### config.mk
export PLATFORM = sky130hd
export DESIGN_NAME = id_ex_stage
export DESIGN_NICKNAME = d
export VERILOG_FILES = /design/src/rtl/id_ex_stage.sv
export SDC_FILE = /design/constraint.sdc
export NUM_CORES = 1
export LEC_CHECK = 0
export ABC_AREA = 1
export CORE_AREA = 3 3 264 266
export CTS_CLUSTER_SIZE = 28
export DETAILED_ROUTE_END_ITERATION = 16
export DIE_AREA = 0 0 267 269
export DONT_BUFFER_PORTS = 1
export HOLD_SLACK_MARGIN = 0.05
export SYNTH_ARGS = -nofsm -noshare
export SYNTH_HDL_FRONTEND = slang
export SYNTH_SLANG_ARGS = --single-unit
### constraint.sdc
create_clock -name clk -period 2 [get_ports clk]
set_input_delay 0.3 -clock clk [delete_from_list [all_inputs] [get_ports clk]]
set_output_delay 0.3 -clock clk [all_outputs]
set_load 0.005 [all_outputs]
### src/rtl/id_ex_stage.sv
// ID/EX pipeline register with load-use hazard detection, bubble insertion,
// branch flush and a saturating bubble counter. Optional macro: ID_WB_BYPASS_EN.
module id_ex_stage #(
  parameter int XLEN  = 64,
  parameter int CNT_W = 32
) (
  input  logic              clk,
  input  logic              rst,
  input  logic              id_valid,
  input  logic [XLEN-1:0]   id_pc,
  input  logic [XLEN-1:0]   id_rs1_data,
  input  logic [XLEN-1:0]   id_rs2_data,
  input  logic [XLEN-1:0]   id_imm,
  input  logic [4:0]        id_rs1_addr,
  input  logic [4:0]        id_rs2_addr,
  input  logic [4:0]        id_rd_addr,
  input  logic              id_uses_rs1,
  input  logic              id_uses_rs2,
  input  logic              id_reg_write,
  input  logic              id_mem_read,
  input  logic              id_mem_write,
  input  logic              id_mem_to_reg,
  input  logic              id_alu_src,
  input  logic              id_branch,
  input  logic [3:0]        id_alu_ctrl,
  input  logic              wb_reg_write,
  input  logic [4:0]        wb_rd_addr,
  input  logic [XLEN-1:0]   wb_data,
  input  logic              flush,
  output logic              stall,
  output logic              ex_valid,
  output logic [XLEN-1:0]   ex_pc,
  output logic [XLEN-1:0]   ex_rs1_data,
  output logic [XLEN-1:0]   ex_rs2_data,
  output logic [XLEN-1:0]   ex_imm,
  output logic [4:0]        ex_rs1_addr,
  output logic [4:0]        ex_rs2_addr,
  output logic [4:0]        ex_rd_addr,
  output logic              ex_reg_write,
  output logic              ex_mem_read,
  output logic              ex_mem_write,
  output logic              ex_mem_to_reg,
  output logic              ex_alu_src,
  output logic              ex_branch,
  output logic [3:0]        ex_alu_ctrl,
  output logic [CNT_W-1:0]  stall_count
);

  // A source operand matches a destination only if the instruction really reads it.
  function automatic logic src_hit(input logic uses, input logic [4:0] rs, input logic [4:0] rd);
    return uses & (rs == rd);
  endfunction

  logic              lu_s;
  logic [XLEN-1:0]   rs1_sel_s;
  logic [XLEN-1:0]   rs2_sel_s;

  logic              nxt_valid_s;
  logic [XLEN-1:0]   nxt_pc_s;
  logic [XLEN-1:0]   nxt_rs1_data_s;
  logic [XLEN-1:0]   nxt_rs2_data_s;
  logic [XLEN-1:0]   nxt_imm_s;
  logic [4:0]        nxt_rs1_addr_s;
  logic [4:0]        nxt_rs2_addr_s;
  logic [4:0]        nxt_rd_addr_s;
  logic              nxt_reg_write_s;
  logic              nxt_mem_read_s;
  logic              nxt_mem_write_s;
  logic              nxt_mem_to_reg_s;
  logic              nxt_alu_src_s;
  logic              nxt_branch_s;
  logic [3:0]        nxt_alu_ctrl_s;
  logic [CNT_W-1:0]  nxt_count_s;

  // Load-use detection against the load currently in EX; rd=x0 never hazards.
  always_comb begin
    lu_s = 1'b0;
    if (ex_valid && ex_mem_read && (ex_rd_addr != 5'd0) && id_valid) begin
      lu_s = src_hit(id_uses_rs1, id_rs1_addr, ex_rd_addr) |
             src_hit(id_uses_rs2, id_rs2_addr, ex_rd_addr);
    end else begin
      lu_s = 1'b0;
    end
  end

  assign stall = lu_s & ~flush;

`ifdef ID_WB_BYPASS_EN
  logic rs1_byp_s;
  logic rs2_byp_s;
  assign rs1_byp_s = wb_reg_write & (wb_rd_addr != 5'd0) & (wb_rd_addr == id_rs1_addr);
  assign rs2_byp_s = wb_reg_write & (wb_rd_addr != 5'd0) & (wb_rd_addr == id_rs2_addr);
  assign rs1_sel_s = rs1_byp_s ? wb_data : id_rs1_data;
  assign rs2_sel_s = rs2_byp_s ? wb_data : id_rs2_data;
`else
  // Register file is write-through here, so the writeback port is not needed.
  logic unused_wb_s;
  assign unused_wb_s = ^{wb_reg_write, wb_rd_addr, wb_data};
  assign rs1_sel_s   = id_rs1_data;
  assign rs2_sel_s   = id_rs2_data;
`endif

  // Next EX contents: bubble by default, loaded only for a clean valid instruction.
  always_comb begin
    nxt_valid_s      = 1'b0;
    nxt_pc_s         = {XLEN{1'b0}};
    nxt_rs1_data_s   = {XLEN{1'b0}};
    nxt_rs2_data_s   = {XLEN{1'b0}};
    nxt_imm_s        = {XLEN{1'b0}};
    nxt_rs1_addr_s   = 5'd0;
    nxt_rs2_addr_s   = 5'd0;
    nxt_rd_addr_s    = 5'd0;
    nxt_reg_write_s  = 1'b0;
    nxt_mem_read_s   = 1'b0;
    nxt_mem_write_s  = 1'b0;
    nxt_mem_to_reg_s = 1'b0;
    nxt_alu_src_s    = 1'b0;
    nxt_branch_s     = 1'b0;
    nxt_alu_ctrl_s   = 4'd0;
    nxt_count_s      = stall_count;
    if (flush) begin
      nxt_valid_s = 1'b0;
    end else if (lu_s) begin
      if (stall_count != {CNT_W{1'b1}}) begin
        nxt_count_s = stall_count + {{(CNT_W-1){1'b0}}, 1'b1};
      end else begin
        nxt_count_s = stall_count;
      end
    end else if (!id_valid) begin
      nxt_valid_s = 1'b0;
    end else begin
      nxt_valid_s      = 1'b1;
      nxt_pc_s         = id_pc;
      nxt_rs1_data_s   = rs1_sel_s;
      nxt_rs2_data_s   = rs2_sel_s;
      nxt_imm_s        = id_imm;
      nxt_rs1_addr_s   = id_rs1_addr;
      nxt_rs2_addr_s   = id_rs2_addr;
      nxt_rd_addr_s    = id_rd_addr;
      nxt_reg_write_s  = id_reg_write;
      nxt_mem_read_s   = id_mem_read;
      nxt_mem_write_s  = id_mem_write;
      nxt_mem_to_reg_s = id_mem_to_reg;
      nxt_alu_src_s    = id_alu_src;
      nxt_branch_s     = id_branch;
      nxt_alu_ctrl_s   = id_alu_ctrl;
    end
  end

  // Pipeline register and bubble counter with synchronous reset.
  always_ff @(posedge clk) begin
    if (rst) begin
      ex_valid      <= 1'b0;
      ex_pc         <= {XLEN{1'b0}};
      ex_rs1_data   <= {XLEN{1'b0}};
      ex_rs2_data   <= {XLEN{1'b0}};
      ex_imm        <= {XLEN{1'b0}};
      ex_rs1_addr   <= 5'd0;
      ex_rs2_addr   <= 5'd0;
      ex_rd_addr    <= 5'd0;
      ex_reg_write  <= 1'b0;
      ex_mem_read   <= 1'b0;
      ex_mem_write  <= 1'b0;
      ex_mem_to_reg <= 1'b0;
      ex_alu_src    <= 1'b0;
      ex_branch     <= 1'b0;
      ex_alu_ctrl   <= 4'd0;
      stall_count   <= {CNT_W{1'b0}};
    end else begin
      ex_valid      <= nxt_valid_s;
      ex_pc         <= nxt_pc_s;
      ex_rs1_data   <= nxt_rs1_data_s;
      ex_rs2_data   <= nxt_rs2_data_s;
      ex_imm        <= nxt_imm_s;
      ex_rs1_addr   <= nxt_rs1_addr_s;
      ex_rs2_addr   <= nxt_rs2_addr_s;
      ex_rd_addr    <= nxt_rd_addr_s;
      ex_reg_write  <= nxt_reg_write_s;
      ex_mem_read   <= nxt_mem_read_s;
      ex_mem_write  <= nxt_mem_write_s;
      ex_mem_to_reg <= nxt_mem_to_reg_s;
      ex_alu_src    <= nxt_alu_src_s;
      ex_branch     <= nxt_branch_s;
      ex_alu_ctrl   <= nxt_alu_ctrl_s;
      stall_count   <= nxt_count_s;
    end
  end

endmodule

== Yosys cells after proc, flatten, opt, wreduce, memory -nomap -nowiden ==
Cells that the tools add are included.

* Input port bits: 357
* Logic and storage cells: 35
* Output and inout bits: 315
* Flip-flop bits (word level): 314

* Mux-type cells: 2
* Equal/unequal tests: 3
* $add $sub $neg: 1
* Reductions and logical operators: 7
* Bitwise logic cells: 6

{| class="wikitable"
|+ Operators by type and width
! operator !! number
|-
| $add A32 B1 Y32 const B || 1
|-
| $ne A32 B32 Y1 const B || 1
|-
| $eq A5 B5 Y1 || 2
|-
| $reduce_bool A5 Y1 || 1
|-
| $reduce_or A4 Y1 || 1
|-
| $and A1 B1 Y1 || 3
|-
| $logic_and A1 B1 Y1 || 3
|-
| $reduce_and A3 Y1 || 1
|-
| $reduce_or A3 Y1 || 1
|-
| $mux W1 || 2
|-
| $not A1 Y1 || 2
|-
| $or A1 B1 Y1 || 1
|}

== Logic depth before layout (Yosys ltp) ==
* Depth after elaboration: 5
* Gate-level depth with buffers: 11
* Gate-level depth less buffers: 11

== Worst setup path before layout ==
Ideal clock, no wire load.

* Path type: register to register
* Start point: reg stall_count[0]
* End point: reg stall_count[12]
* Clock period less this slack: 1669 ps
* Setup slack: 331 ps
* Stages on the path, launching flop included: 12
* Setup time: 128 ps
* Path buffers: 1
* Arrival time: 1541 ps
* Data required time: 1872 ps
* Path through: dfxtp_1 > ha_1 > nand2_1 > nor2_4 > nand2_2 > nor2_4 > nand2_2 > nand4_4 > buf_4 > nand2_1 > nand2_1 > nor2_1

* Longest elaborated chain between the ends: 2
* Elaborated cells between the ends (all ways): 3
* Classes of those cells: add/sub: 1; eq/ne: 1; reduce/logical: 1

{| class="wikitable"
|+ RTL lines
! item !! RTL line !! text
|-
| from (decl) || 46 || <nowiki>output logic [CNT_W-1:0] stall_count</nowiki>
|-
| from (signal assigned) || 168 || <nowiki>stall_count <= {CNT_W{1'b0}};</nowiki>
|-
| from (signal assigned) || 185 || <nowiki>stall_count <= nxt_count_s;</nowiki>
|-
| branches (longest 2 deep; another with $add A32 B1 Y32) || - ||
|}

Several ways; the timed one is not identified.
A chain may end at the register's enable or synchronous reset.

== Final worst setup path ==
* Start point: reg stall_count[0]
* End point: reg stall_count[23]

The elaborated chain is that of the path after synthesis.

==> flow_metrics.tcl <==
set metrics [dict create \
    critPathBufInv 1 \
    ir_worst_vdd_mv 0.644 \
    die-area_mm2 0.0718 \
    antenna_found_initial 11 \
    synthCells 1316 \
    cts.sinks 314 \
    maxCapViolCount 0 \
    fmax_mhz 529 \
    r2r_slack_ns 0.11 \
    critPathKind "flip-flop to flip-flop" \
    grt_pass1_vias 8945 \
    netlist_area_mm2 0.0105 \
    core-area_mm2 0.0673 \
    cts_made_buffers 36 \
    critPathSlowestCell "dfxtp_1" \
    synthDistinctLibCells 21 \
    syn_nets 1674 \
    place_inst 2241 \
    maxSlewHeadroom_pct 68.2 \
    cts_tree "yes" \
    ios 672 \
    fin_setup_tns_ns 0 \
    final_hold_viol_count 0 \
    start_util_pct 15.6 \
    pre_cts_ws_ns -0.0640 \
    avgSynthCellArea_um2 7.96 \
    gp_congestion 0.828 \
    clk_latency_ns 0.54 \
    htree_levels 2 \
    cts_buffer_depth 3 \
    end_kind "flip-flop" \
    drc 0 \
    fin_crit_sh_pct 94.5 \
    wl_per_cell_um 15.8 \
    postRouteAntennaNets 0 \
    grt_usage_pct 10.3 \
    nNetsFinal 2052 \
    cp_data_required_time_ns 2.41 \
    crit_chain "ha_1 -> nand2_2 -> nor2_4 -> nand2_2 -> nor2_4 -> nand2_2 -> nand4_4 -> clkbuf_16 -> nand2_1 -> nand2_1 -> nor2_1" \
    vias 9043 \
    worstMarginPinSlew_ns 0.476 \
    fin_area_mm2 0.0163 \
    rsz0062_at_grt "true" \
    io_buffer_count 0 \
    min_period_ns 1.89 \
    drt-total-wl_um 41100 \
    ys_ff_latch 314 \
    dpl_cell_area_mm2 0.0120 \
    yosysWarnings 0 \
    worst_slack_ns 0.109 \
    setup_viol 0 \
    drt-pass1-iter-count 5 \
    pwr_density_cell_mw_per_mm2 885 \
    hold_class "primary input to flip-flop" \
    cts_root_buffer "clkbuf_16" \
    critical_path.top_delay_family "simple AND/OR/NAND/NOR gates" \
    cpPeakStageDelay_ns 0.33 \
    hpwl_um 29500 \
    grt_pass1_wl_um 55000 \
    fp.dieW_um 267 \
    ys_seq_area_share_pct 60.0 \
    viasPerCell 3.48 \
    worstPathMaxFanout 14 \
    drtIter0Drc 497 \
    arrival_ns 2.30 \
    drive_gt1_share_pct 11.0 \
    clock_skew_ns 0.0118 \
    finalMaxSlewViolations 0 \
    fin_cells 2600 \
    crit_top_cell "nand2_2" \
    startpoint_type "flip-flop" \
    leakage_nw 7.95 \
    grt_overflow 0 \
    grt_max_degree 61 \
    die_h_um 269 \
    rows 95 \
    syn2layout_area_growth_pct 55.3 \
    clk_pin_slew_worst_paths_ns 0.06 \
    outcome "finished, final reports clean" \
]
area by class of cell:
class	instances	area [um2]
repair buffers	379	3690
clock buffers	49	1010
diodes	5	12.5
inverters	349	1310
fillers	7129	51000
multi-input cells	614	2600
flip-flops and latches	314	6300
clock inverters	17	264
well taps	873	1090
Yosys cell counts, drive strengths merged:
master  count  area share [%]
clkbuf      1           0.036
xor2       22             1.8
o21ai       6            0.29
nor3        4            0.19
buf        38             3.5
inv       349              13
a21oi       4            0.19
nor2      384              14
nand3      14            0.67
nand2     172             6.2
dfxtp     314              60
nand4       7            0.56
ha          1            0.12
worst reg2reg max path: cells and delay by family, from the launching register on:
family	cells	cell delay [ns]
adder cells (fa/ha/maj)	1	0.18
flip-flops	1	0.33
buffers and inverters	1	0.23
AND/OR/NAND/NOR	9	1.03
cells in the final DEF, fill, tap and decap left out, drive strengths merged:
| cell | Yosys | final |
|---|---|---|
| diode | 0 | 5 |
| dlygate4sd3 | 0 | 281 |
| o21ai | 6 | 6 |
| nand4 | 7 | 7 |
| clkinvlp | 0 | 2 |
| nor3 | 4 | 4 |
| xor2 | 22 | 22 |
| nand2 | 172 | 172 |
| bufinv | 0 | 5 |
| a21oi | 4 | 4 |
| nor2 | 384 | 384 |
| clkinv | 0 | 7 |
| inv | 349 | 352 |
| buf | 38 | 96 |
| dfxtp | 314 | 314 |
| ha | 1 | 1 |
| nand3 | 14 | 14 |
| clkbuf | 1 | 51 |
metrics by stage:
| stage | hold slack (ns) | power, W | utilization, % |
|---|---|---|---|
| after floorplan | 0.412 | 0.00688 | - |
| after global placement | 0.376 | 0.00706 | 17.8 |
| after detailed placement | 0.378 | 0.00706 | 17.8 |
| after CTS | 0.0677 | 0.0146 | 24.0 |
| after global routing | 0.0914 | 0.0150 | 24.2 |
| final | 0.127 | 0.0144 | 24.2 |
timing repair:
action	CTS	global route
setup buffers	4	0
hold buffers	281	0
setup endpoints to repair	5	43
cloned	0	4
gates resized for setup	24	6
pin swaps	2	1
endpoints found under the hold margin	289	0
worst paths after layout:
path,to,start,cells past startpoint
max reg2reg,stall_count[23]$_SDFFE_PP0P_,stall_count[0]$_SDFFE_PP0P_,11
min reg2reg,stall_count[4]$_SDFFE_PP0P_,stall_count[4]$_SDFFE_PP0P_,3
min,ex_rs1_addr[4]$_SDFF_PP0_,id_rs1_addr[4],3
max,stall_count[23]$_SDFFE_PP0P_,stall_count[0]$_SDFFE_PP0P_,11
metal layers:
layer	vias up	GRT usage [%]	wire, um
li1	4422	-	-
met1	4011	11.2	15000
met2	522	17.3	19400
met3	82	5.15	5230
met4	6	3.93	1370
met5	-	0	41
report_power, final:
| group | switching (W) | internal (W) |
|---|---|---|
| Combinational | 0.000379 | 0.000513 |
| Clock | 0.00274 | 0.00425 |
| Sequential | 0.000107 | 0.00641 |
cell families (layout without fill, tap and decap cells):
family	count (synthesis)	after routing	synth area share, %
adders and majority gates	1	1	0.119
and+or+nand+nor	581	581	21.6
xor gates and xnor gates	22	22	1.84
DFF	314	314	60.0
AOI/OAI and AO/OA	10	10	0.478
other	0	5	0
buffers and inverters	388	794	16.0
No activity file was read; power rests on OpenSTA's default activity.
